==> src/rtl/wb_ram_arbiter.sv <==
// Two-master round-robin Wishbone arbiter that sequences single-word accesses onto the shared
// port B of the IRAM/DRAM SRAMs, accounting for their 1-cycle registered read latency.
module wb_ram_arbiter #(
  parameter int unsigned RAM_ADDR_WIDTH = 12,
  parameter int unsigned RAM_DATA_WIDTH = 32,
  parameter int unsigned DRAM_SEL_BIT   = 14
) (
  input  logic                      clk_i,
  input  logic                      rst_i,
  input  logic                      m0_cyc_i,
  input  logic                      m0_stb_i,
  input  logic                      m0_we_i,
  input  logic [31:0]               m0_addr_i,
  input  logic [RAM_DATA_WIDTH-1:0] m0_wdata_i,
  output logic [RAM_DATA_WIDTH-1:0] m0_rdata_o,
  output logic                      m0_ack_o,
  input  logic                      m1_cyc_i,
  input  logic                      m1_stb_i,
  input  logic                      m1_we_i,
  input  logic [31:0]               m1_addr_i,
  input  logic [RAM_DATA_WIDTH-1:0] m1_wdata_i,
  output logic [RAM_DATA_WIDTH-1:0] m1_rdata_o,
  output logic                      m1_ack_o,
  output logic [RAM_ADDR_WIDTH-1:0] ram_addr_o,
  output logic [RAM_DATA_WIDTH-1:0] ram_wdata_o,
  output logic                      iram_we_o,
  output logic                      dram_we_o,
  input  logic [RAM_DATA_WIDTH-1:0] iram_rdata_i,
  input  logic [RAM_DATA_WIDTH-1:0] dram_rdata_i,
  output logic [1:0]                grant_o
);

  typedef enum logic [1:0] {StIdle, StAccess, StRdWait, StAck} state_e;

  state_e                    state_q;
  logic                      last_grant_q;
  logic                      owner_q;
  logic                      we_q;
  logic                      sel_q;
  logic [RAM_ADDR_WIDTH-1:0] addr_q;
  logic [RAM_DATA_WIDTH-1:0] wdata_q;
  logic [RAM_DATA_WIDTH-1:0] rdata_q;

  logic                      req0;
  logic                      req1;
  logic                      win1;
  logic                      win_we;
  logic [31:0]               win_addr;
  logic [RAM_DATA_WIDTH-1:0] win_wdata;
  logic                      ack_phase;

  // Only the word-address and RAM-select bits matter; everything else aliases.
  logic                      unused_addr_bits;
  assign unused_addr_bits = ^{m0_addr_i, m1_addr_i};

  always_comb begin
    req0 = m0_cyc_i & m0_stb_i;
    req1 = m1_cyc_i & m1_stb_i;
    // On a tie the master that did not win last time goes first.
    win1      = req1 & (~req0 | ~last_grant_q);
    win_we    = win1 ? m1_we_i    : m0_we_i;
    win_addr  = win1 ? m1_addr_i  : m0_addr_i;
    win_wdata = win1 ? m1_wdata_i : m0_wdata_i;
  end

  always_ff @(posedge clk_i) begin
    if (rst_i) begin
      state_q      <= StIdle;
      last_grant_q <= 1'b1;
      owner_q      <= 1'b0;
      we_q         <= 1'b0;
      sel_q        <= 1'b0;
      addr_q       <= '0;
      wdata_q      <= '0;
      rdata_q      <= '0;
      grant_o      <= 2'b00;
      iram_we_o    <= 1'b0;
      dram_we_o    <= 1'b0;
    end else begin
      iram_we_o <= 1'b0;
      dram_we_o <= 1'b0;
      unique case (state_q)
        StIdle: begin
          if (req0 || req1) begin
            state_q      <= StAccess;
            owner_q      <= win1;
            last_grant_q <= win1;
            grant_o      <= win1 ? 2'b10 : 2'b01;
            we_q         <= win_we;
            sel_q        <= win_addr[DRAM_SEL_BIT];
            addr_q       <= win_addr[RAM_ADDR_WIDTH+1:2];
            wdata_q      <= win_wdata;
            // Strobe is registered so it lines up exactly with the ACCESS cycle.
            iram_we_o    <= win_we & ~win_addr[DRAM_SEL_BIT];
            dram_we_o    <= win_we & win_addr[DRAM_SEL_BIT];
          end
        end
        StAccess: state_q <= we_q ? StAck : StRdWait;
        StRdWait: begin
          rdata_q <= sel_q ? dram_rdata_i : iram_rdata_i;
          state_q <= StAck;
        end
        StAck: begin
          state_q <= StIdle;
          grant_o <= 2'b00;
        end
        default: state_q <= StIdle;
      endcase
    end
  end

  assign ack_phase   = (state_q == StAck);
  assign m0_ack_o    = ack_phase & ~owner_q & m0_cyc_i;
  assign m1_ack_o    = ack_phase & owner_q & m1_cyc_i;
  assign m0_rdata_o  = (m0_ack_o && !we_q) ? rdata_q : '0;
  assign m1_rdata_o  = (m1_ack_o && !we_q) ? rdata_q : '0;
  assign ram_addr_o  = addr_q;
  assign ram_wdata_o = wdata_q;

endmodule

==> config.mk <==
export PLATFORM = sky130hd
export DESIGN_NAME = wb_ram_arbiter
export DESIGN_NICKNAME = d
export VERILOG_FILES = /design/src/rtl/wb_ram_arbiter.sv
export SDC_FILE = /design/constraint.sdc
export NUM_CORES = 1
export LEC_CHECK = 0
export CORE_ASPECT_RATIO = 0.8
export CORE_MARGIN = 1.5
export CORE_UTILIZATION = 32
export DETAILED_ROUTE_END_ITERATION = 8
export PLACE_DENSITY = 0.86
export SLEW_MARGIN = 5
export SYNTH_ARGS = -nofsm -noshare
export SYNTH_HDL_FRONTEND = slang
export SYNTH_SLANG_ARGS = --single-unit
==> constraint.sdc <==
create_clock -name clk_i -period 1.6 [get_ports clk_i]
set_input_delay 0.16 -clock clk_i [delete_from_list [all_inputs] [get_ports clk_i]]
set_output_delay 0.16 -clock clk_i [all_outputs]
set_load 0.02 [all_outputs]
==> results.md, run 1 <==
- DR WL met3: 1660 um
- Dominant cell type by area after synthesis: dfxtp_1
- Die height: 109 um
- Proportion of layout cells with a drive suffix above 1: 0.336
- Syn_area_per_cell: 8.32 um^2
- Initial antenna violation count: 0
- VDD IR-drop max: 0.739 mV
- Failing checks: negative setup slack
- Die width: 136 um
- Clock transition at path regs: 70 ps
- Number of CTS-inserted buffers: 9
- Core ar.: 13700 um^2
- Clock skew: 8.30 ps
- Critical path class: reg -> out
- Layout area overhead: 103%
- Drt pass-1 iters: 5
- Post-DP HPWL: 12100 um
- Slew margin rel.: 0.649
- First-pass GRT wire length: 28500 um
- ANT nets after route: 0
- First DRT Iteration DRCs: 368
- Cell variety after synth: 34
- Final setup viols: 77
- Total GRT Usage: 0.248
- CTS H-tree depth: 3
- R2R cell count: 9
- PortBufs: 275
- Max-Cap Viols: 0
- Total power: 12.1 mW
- Synthesis warning total: 0
- Fmax: 520 MHz
- Num rows: 38
- Required time at the worst-slack endpoint: 1440 ps
- Worst-margin pin slew: 527 ps
- WL met2: 10100 um
- Final worst slack: -322 ps
- Crit path DAT: 1760 ps
- Final Hold Fails: 0
- Final min period: 1920 ps
- Worst reg2reg endpoint: ram_wdata_o[21]
- Pwr/cell area: 1320 nW/um^2
- Flop and latch count out of synthesis: 86
- Static leakage: 3.39 nW
- CP Capture Type: output port
- Crit-path max FO: 8
- Vias in the first global route: 5388
- Worst Setup SP: state_q[1]
- Final Max Tran Viols: 0
- Hold buffer count at cts: 0
- Vias per Instance: 5.48
- Die area: 14800 um^2
- Final wirelength: 20800 um
- Worst Hold Class: in -> reg
- RSZ-0062 raised after global routing: yes
- Synth Net Count: 749
- I/O pin total: 314
- CTS tree: yes
- Number of diodes: 0
- Fin crit share: 1.20
- Largest net degree at the start of global routing: 43
- Starting Density: 0.330
- Post-Syn Instances: 543
- GPL Wtd Cong: 0.789
- Final instance area: 9170 um^2
- Top cell type's share of synthesized area: 0.381
- Root Driver: clkbuf_16
- Crit path launch type: register
- Status: finished with violations
- R2R setup slack: -30 ps
- R2R Path Start: state_q[1]
- Mapped Area: 4520 um^2
- DRC Markers: 0
- Seq/Total Area, Yosys: 0.381
- Clk buf depth: 2
- Max Used Layer: met4
- Area after DPL: 7730 um^2
- Met1 Wirelength: 8440 um
- Worst setup path end: m1_rdata_o[25]
- Final Net Count: 1048
- Via count: 5624
- Skew-Pair Late Insertion Delay: 340 ps
- TritonCTS Sinks: 86
- Total congestion overflow: 0
- Post-DR wirelength/cell: 20.3 um
- Most area-consuming cells after synthesis: dfxtp_1 (38%), and2_1 (9.0%), a311oi_1 (8.9%)
[registers in the layout (all words and copies together) (netlist names)]
register / count
owner_q: 1
dram_we_o: 1
last_grant_q: 1
ram_wdata_o: 32
rdata_q: 32
state_q: 2
iram_we_o: 1
sel_q: 1
grant_o: 2
we_q: 1
ram_addr_o: 12
[Yosys cell counts (all sizes together)]
master and n:
ha 6, mux2i 33, nor3 1, nand3b 1, a311oi 46, nand2 4, a22oi 1, nor2b 1
o22ai 1, o2111ai 1, a22o 1, nor2 36, and2 65, and3 2, clkbuf 35, inv 3
nand3 49, o211ai 1, o21ai 52, and2b 1, dfxtp 86, a211oi 35, nand2b 2, nand4b 1
nand4 1, buf 28, a221oi 1, a21oi 49
[through the flow]
stage | hold slack (ps) | worst slack (ps) | TNS, ps | util | cells
2_1_floorplan | 313 | 11.2 | 0 | - | 543
6_report | 262 | -322 | -18710 | 0.670 | 1026
5_1_grt | 272 | -366 | -23360 | 0.670 | 1026
3_3_place_gp | 466 | -480 | -50910 | 0.564 | 976
3_5_place_dp | 470 | -533 | -52880 | 0.564 | 976
4_1_cts | 213 | -334 | -19850 | 0.616 | 1010
[area by class of cell]
type / instances / area [um^2]
Fill cell: 1042 / 4520
Inverter: 3 / 23.8
Clock inverter: 4 / 47.5
Timing Repair Buffer: 348 / 3860
Clock buffer: 11 / 243
Multi-Input combinational cell: 394 / 3050
Tap cell: 180 / 225
Sequential cell: 86 / 1730
[worst min-delay path by stage]
stage | from | endpoint | slack, ps | cells past startpoint
2_1_floorplan | m1_addr_i[14] | dram_we_o | 310 | 2
3_3_place_gp | grant_o[1] | grant_o[1] | 470 | 2
3_5_place_dp | grant_o[1] | grant_o[1] | 470 | 2
4_1_cts | rst_i | state_q[1] | 210 | 2
5_1_grt | rst_i | state_q[1] | 270 | 2
6_report | rst_i | state_q[1] | 260 | 2
[power breakdown]
group	switching [mW]	leakage [nW]	internal (mW)	total, mW
Combinational	3.30	2.54	3.38	6.69
Clock	0.859	0.141	1.24	2.10
Sequential	0.523	0.708	2.83	3.35
[cell families (layout without fill, tap and decap cells)]
logic type,count (synthesis),after routing,share of synthesized area
AOI/OAI and AO/OA,188,188,0.271
buffers and inverters,66,366,0.0656
muxes,33,33,0.0731
adders and majority gates,6,6,0.0166
and+or+nand+nor,164,167,0.193
DFF,86,86,0.381
[layer usage]
metal  GRT usage  up-vias
li1            -     2611
met1       0.304     2693
met2       0.412      279
met3      0.0693       41
met4       0.102        0
met5           0        -
[worst max-delay path, cell delays in order (launching register included)]
cell and delay (ps):
dfxtp_2 370, ha_4 150, and3_4 180, and2b_4 280, buf_16 170, and2_4 160
buf_6 110
[placed cells by master (no fill, tap or decap), types with 2 or more instances in the layout]
cell / synthesis / routed
a211oi_2: 0 / 13
nor2_4: 0 / 4
nand2b_1: 2 / 2
a211oi_1: 35 / 22
buf_4: 3 / 34
buf_12: 0 / 20
inv_4: 0 / 2
ha_1: 6 / 2
a21oi_1: 49 / 46
o21ai_0: 48 / 45
buf_8: 0 / 2
a21oi_2: 0 / 3
clkbuf_16: 0 / 14
nand3_1: 49 / 47
nand2_1: 4 / 3
buf_16: 0 / 5
dfxtp_1: 86 / 83
mux2i_1: 33 / 33
clkdlybuf4s50_1: 0 / 208
a311oi_2: 0 / 29
buf_6: 1 / 73
a311oi_1: 46 / 17
clkinv_2: 0 / 2
nor2_1: 35 / 35
dfxtp_2: 0 / 2
o21ai_1: 4 / 6
and2_1: 65 / 3
and2_4: 0 / 61
ha_4: 0 / 4
[timing repair]
item | CTS | global route
setup buffers | 10 | 12
hold endpoints to repair | 0 | 0
endpoints found under the setup margin | 119 | 151
cloned | 9 | 7
gates resized for setup | 407 | 153
pin swaps | 4 | 21
Note: power is estimated with default switching activity, not from simulation.
==> run 2, diff against run 1 <==
--- a/config.mk
+++ b/config.mk
@@ -9,7 +9,7 @@
 export CORE_MARGIN = 1.5
 export CORE_UTILIZATION = 32
 export DETAILED_ROUTE_END_ITERATION = 8
-export PLACE_DENSITY = 0.86
+export PLACE_DENSITY = 0.78
 export SLEW_MARGIN = 5
 export SYNTH_ARGS = -nofsm -noshare
 export SYNTH_HDL_FRONTEND = slang
==> results.md, run 2 (synthesis results as in run 1) <==
- PortBufs: 275 (unchanged)
- Layout area overhead: 96.9%
- Worst Hold Class: in -> reg
- CP Capture Type: output port
- Clk buf depth: 2 (unchanged)
- Crit-path max cell delay: 390 ps (+20 ps)
- Total power: 11.3 mW (-7.0%)
- Clock transition at path regs: 60 ps (about the same)
- VDD IR-drop max: 0.851 mV (+15%)
- Vias in the first global route: 4924 (-8.6%)
- Final wirelength: 19700 um (-5.4%)
- Die area: 14800 um^2 (unchanged)
- GPL Wtd Cong: 0.808 (+2.4%)
- Slowest stage cell on the critical path: dfxtp_4
- Final instance area: 8900 um^2 (-3.0%)
- Post-DR wirelength/cell: 19.3 um (-4.8%)
- First-pass GRT wire length: 27200 um (-4.3%)
- Final min period: 1940 ps (+13.7 ps)
- Largest net degree at the start of global routing: 46 (+7.0%)
- CTS tree: yes
- CTS H-tree depth: 3 (unchanged)
- Number of CTS-inserted buffers: 9 (unchanged)
- Status: finished with violations
- Leading cell type in the layout, fill and taps excluded: clkdlybuf4s50_1
- I/O pin total: 314 (unchanged)
- RSZ-0062 raised after global routing: yes
- Crit-path max FO: 8 (unchanged)
- TritonCTS Sinks: 86 (unchanged)
- ANT nets after route: 0 (unchanged)
- Crit path launch type: register
- Worst-margin pin slew: 384 ps (-142 ps)
- Clock skew: 10.8 ps (+2.48 ps)
- Core ar.: 13700 um^2 (unchanged)
- Final setup viols: 85 (+10%)
- Total GRT Usage: 0.237 (-0.0115)
- Die width: 136 um (unchanged)
- Required time at the worst-slack endpoint: 1440 ps (about the same)
- Num rows: 38 (unchanged)
- Slew margin rel.: 0.744 (+0.0949)
- Final Hold Fails: 0 (unchanged)
- Failing checks: negative setup slack
- Final Max Tran Viols: 0 (unchanged)
- Area after DPL: 7710 um^2 (-0.16%)
- Root Driver: clkbuf_16
- Die height: 109 um (unchanged)
- Post-DP HPWL: 11600 um (-3.9%)
- DRC Markers: 0 (unchanged)
- Fmax: 517 MHz (-0.71%)
- Fin crit share: 1.21 (+0.00855)
- Commonest non-fill, non-tap cells in the layout: clkdlybuf4s50_1 (208), dfxtp_1 (83), buf_6 (77), and2_4 (64)
- Via count: 5478 (-2.6%)
- Initial antenna violation count: 0 (unchanged)
- Static leakage: 3.30 nW (-2.5%)
- Skew-Pair Late Insertion Delay: 340 ps (about the same)
- Max-Cap Viols: 0 (unchanged)
- Number of diodes: 0 (unchanged)
- Starting Density: 0.330 (unchanged)
- Drt pass-1 iters: 4 (-1)
- Critical path class: reg -> out
- Vias per Instance: 5.37 (-2.0%)
- Crit path DAT: 1780 ps (+20 ps)
- Proportion of layout cells with a drive suffix above 1: 0.300 (-0.0357)
- Total congestion overflow: 0 (unchanged)
- Final Net Count: 1041 (-0.67%)
- Filler cell count: 1103 (+5.9%)
- Final worst slack: -336 ps (-13.7 ps)
- First DRT Iteration DRCs: 335 (-9.0%)
- Critical Path, Cell by Cell: ha_4, and3_4, and2b_4, clkbuf_16, and2_4, buf_6
- Pwr/cell area: 1270 nW/um^2 (-4.1%)
run 2: cell types whose count changed in the layout (fill, tap and decap cells not counted), sizes merged:
cell / delta
inv: -1
buf: -6
clkbuf: +1
run 2: worst max-delay path: cells and delay by family (launching register included):
kind          cells  cell delay [ps]
fa+ha+maj         1              140
buf+inv           2              310
flops             1              390
simple gates      3              590
run 2: layout make-up:
type	count	area [um^2]	area share
clock buffers	13	250	0.0281
flip-flops and latches	86	1730	0.194
inverters	3	17.5	0.00197
multi-input cells	394	2880	0.323
repair buffers	341	3760	0.422
clock inverters	3	43.8	0.00492
well taps	180	225	0.0253
run 2: layer usage:
metal,global-route usage,share of wire,up-vias
met4,0.0616,0.013,0
met5,0,0,-
met3,0.0511,0.070,18
li1,-,-,2592
met1,0.322,0.44,2633
met2,0.380,0.47,235
run 2: what timing repair did:
item                       in CTS  in global routing
setup endpoints to repair     119                150
buffers inserted               12                  7
hold buffers                    0                  0
pin swaps                       7                 30
resized for setup             329                206
gates cloned                    7                  7
run 2: report_power, final:
part,leakage [nW],internal (mW),switching (mW)
Clock,0.144,1.26,0.853
Combinational,2.45,2.91,2.94
Sequential,0.708,2.82,0.492
Total,3.30,6.99,4.29
run 2: stage by stage:
| stage | std cells | setup TNS (ps) | hold WS (ps) | utilization | setup slack (ps) |
|---|---|---|---|---|---|
| after CTS | 1008 | -22320 | 226 | 0.592 | -362 |
| after floorplan | 543 | 0 | 313 | - | 11.2 |
| after global routing | 1020 | -23750 | 251 | 0.650 | -387 |
| after detailed placement | 973 | -54810 | 464 | 0.563 | -533 |
| after global placement | 973 | -55790 | 470 | 0.563 | -533 |
| final | 1020 | -17980 | 245 | 0.650 | -336 |
run 2: worst paths after layout:
| path | slack, ps | cells after the start | from | to |
|---|---|---|---|---|
| setup / recovery | -340 | 6 | state_q[1] | m1_rdata_o[0] |
| setup reg to reg | -20 | 9 | state_q[0] | sel_q |
| hold reg to reg | 470 | 2 | grant_o[0] | grant_o[0] |
| hold / removal | 250 | 2 | rst_i | state_q[1] |
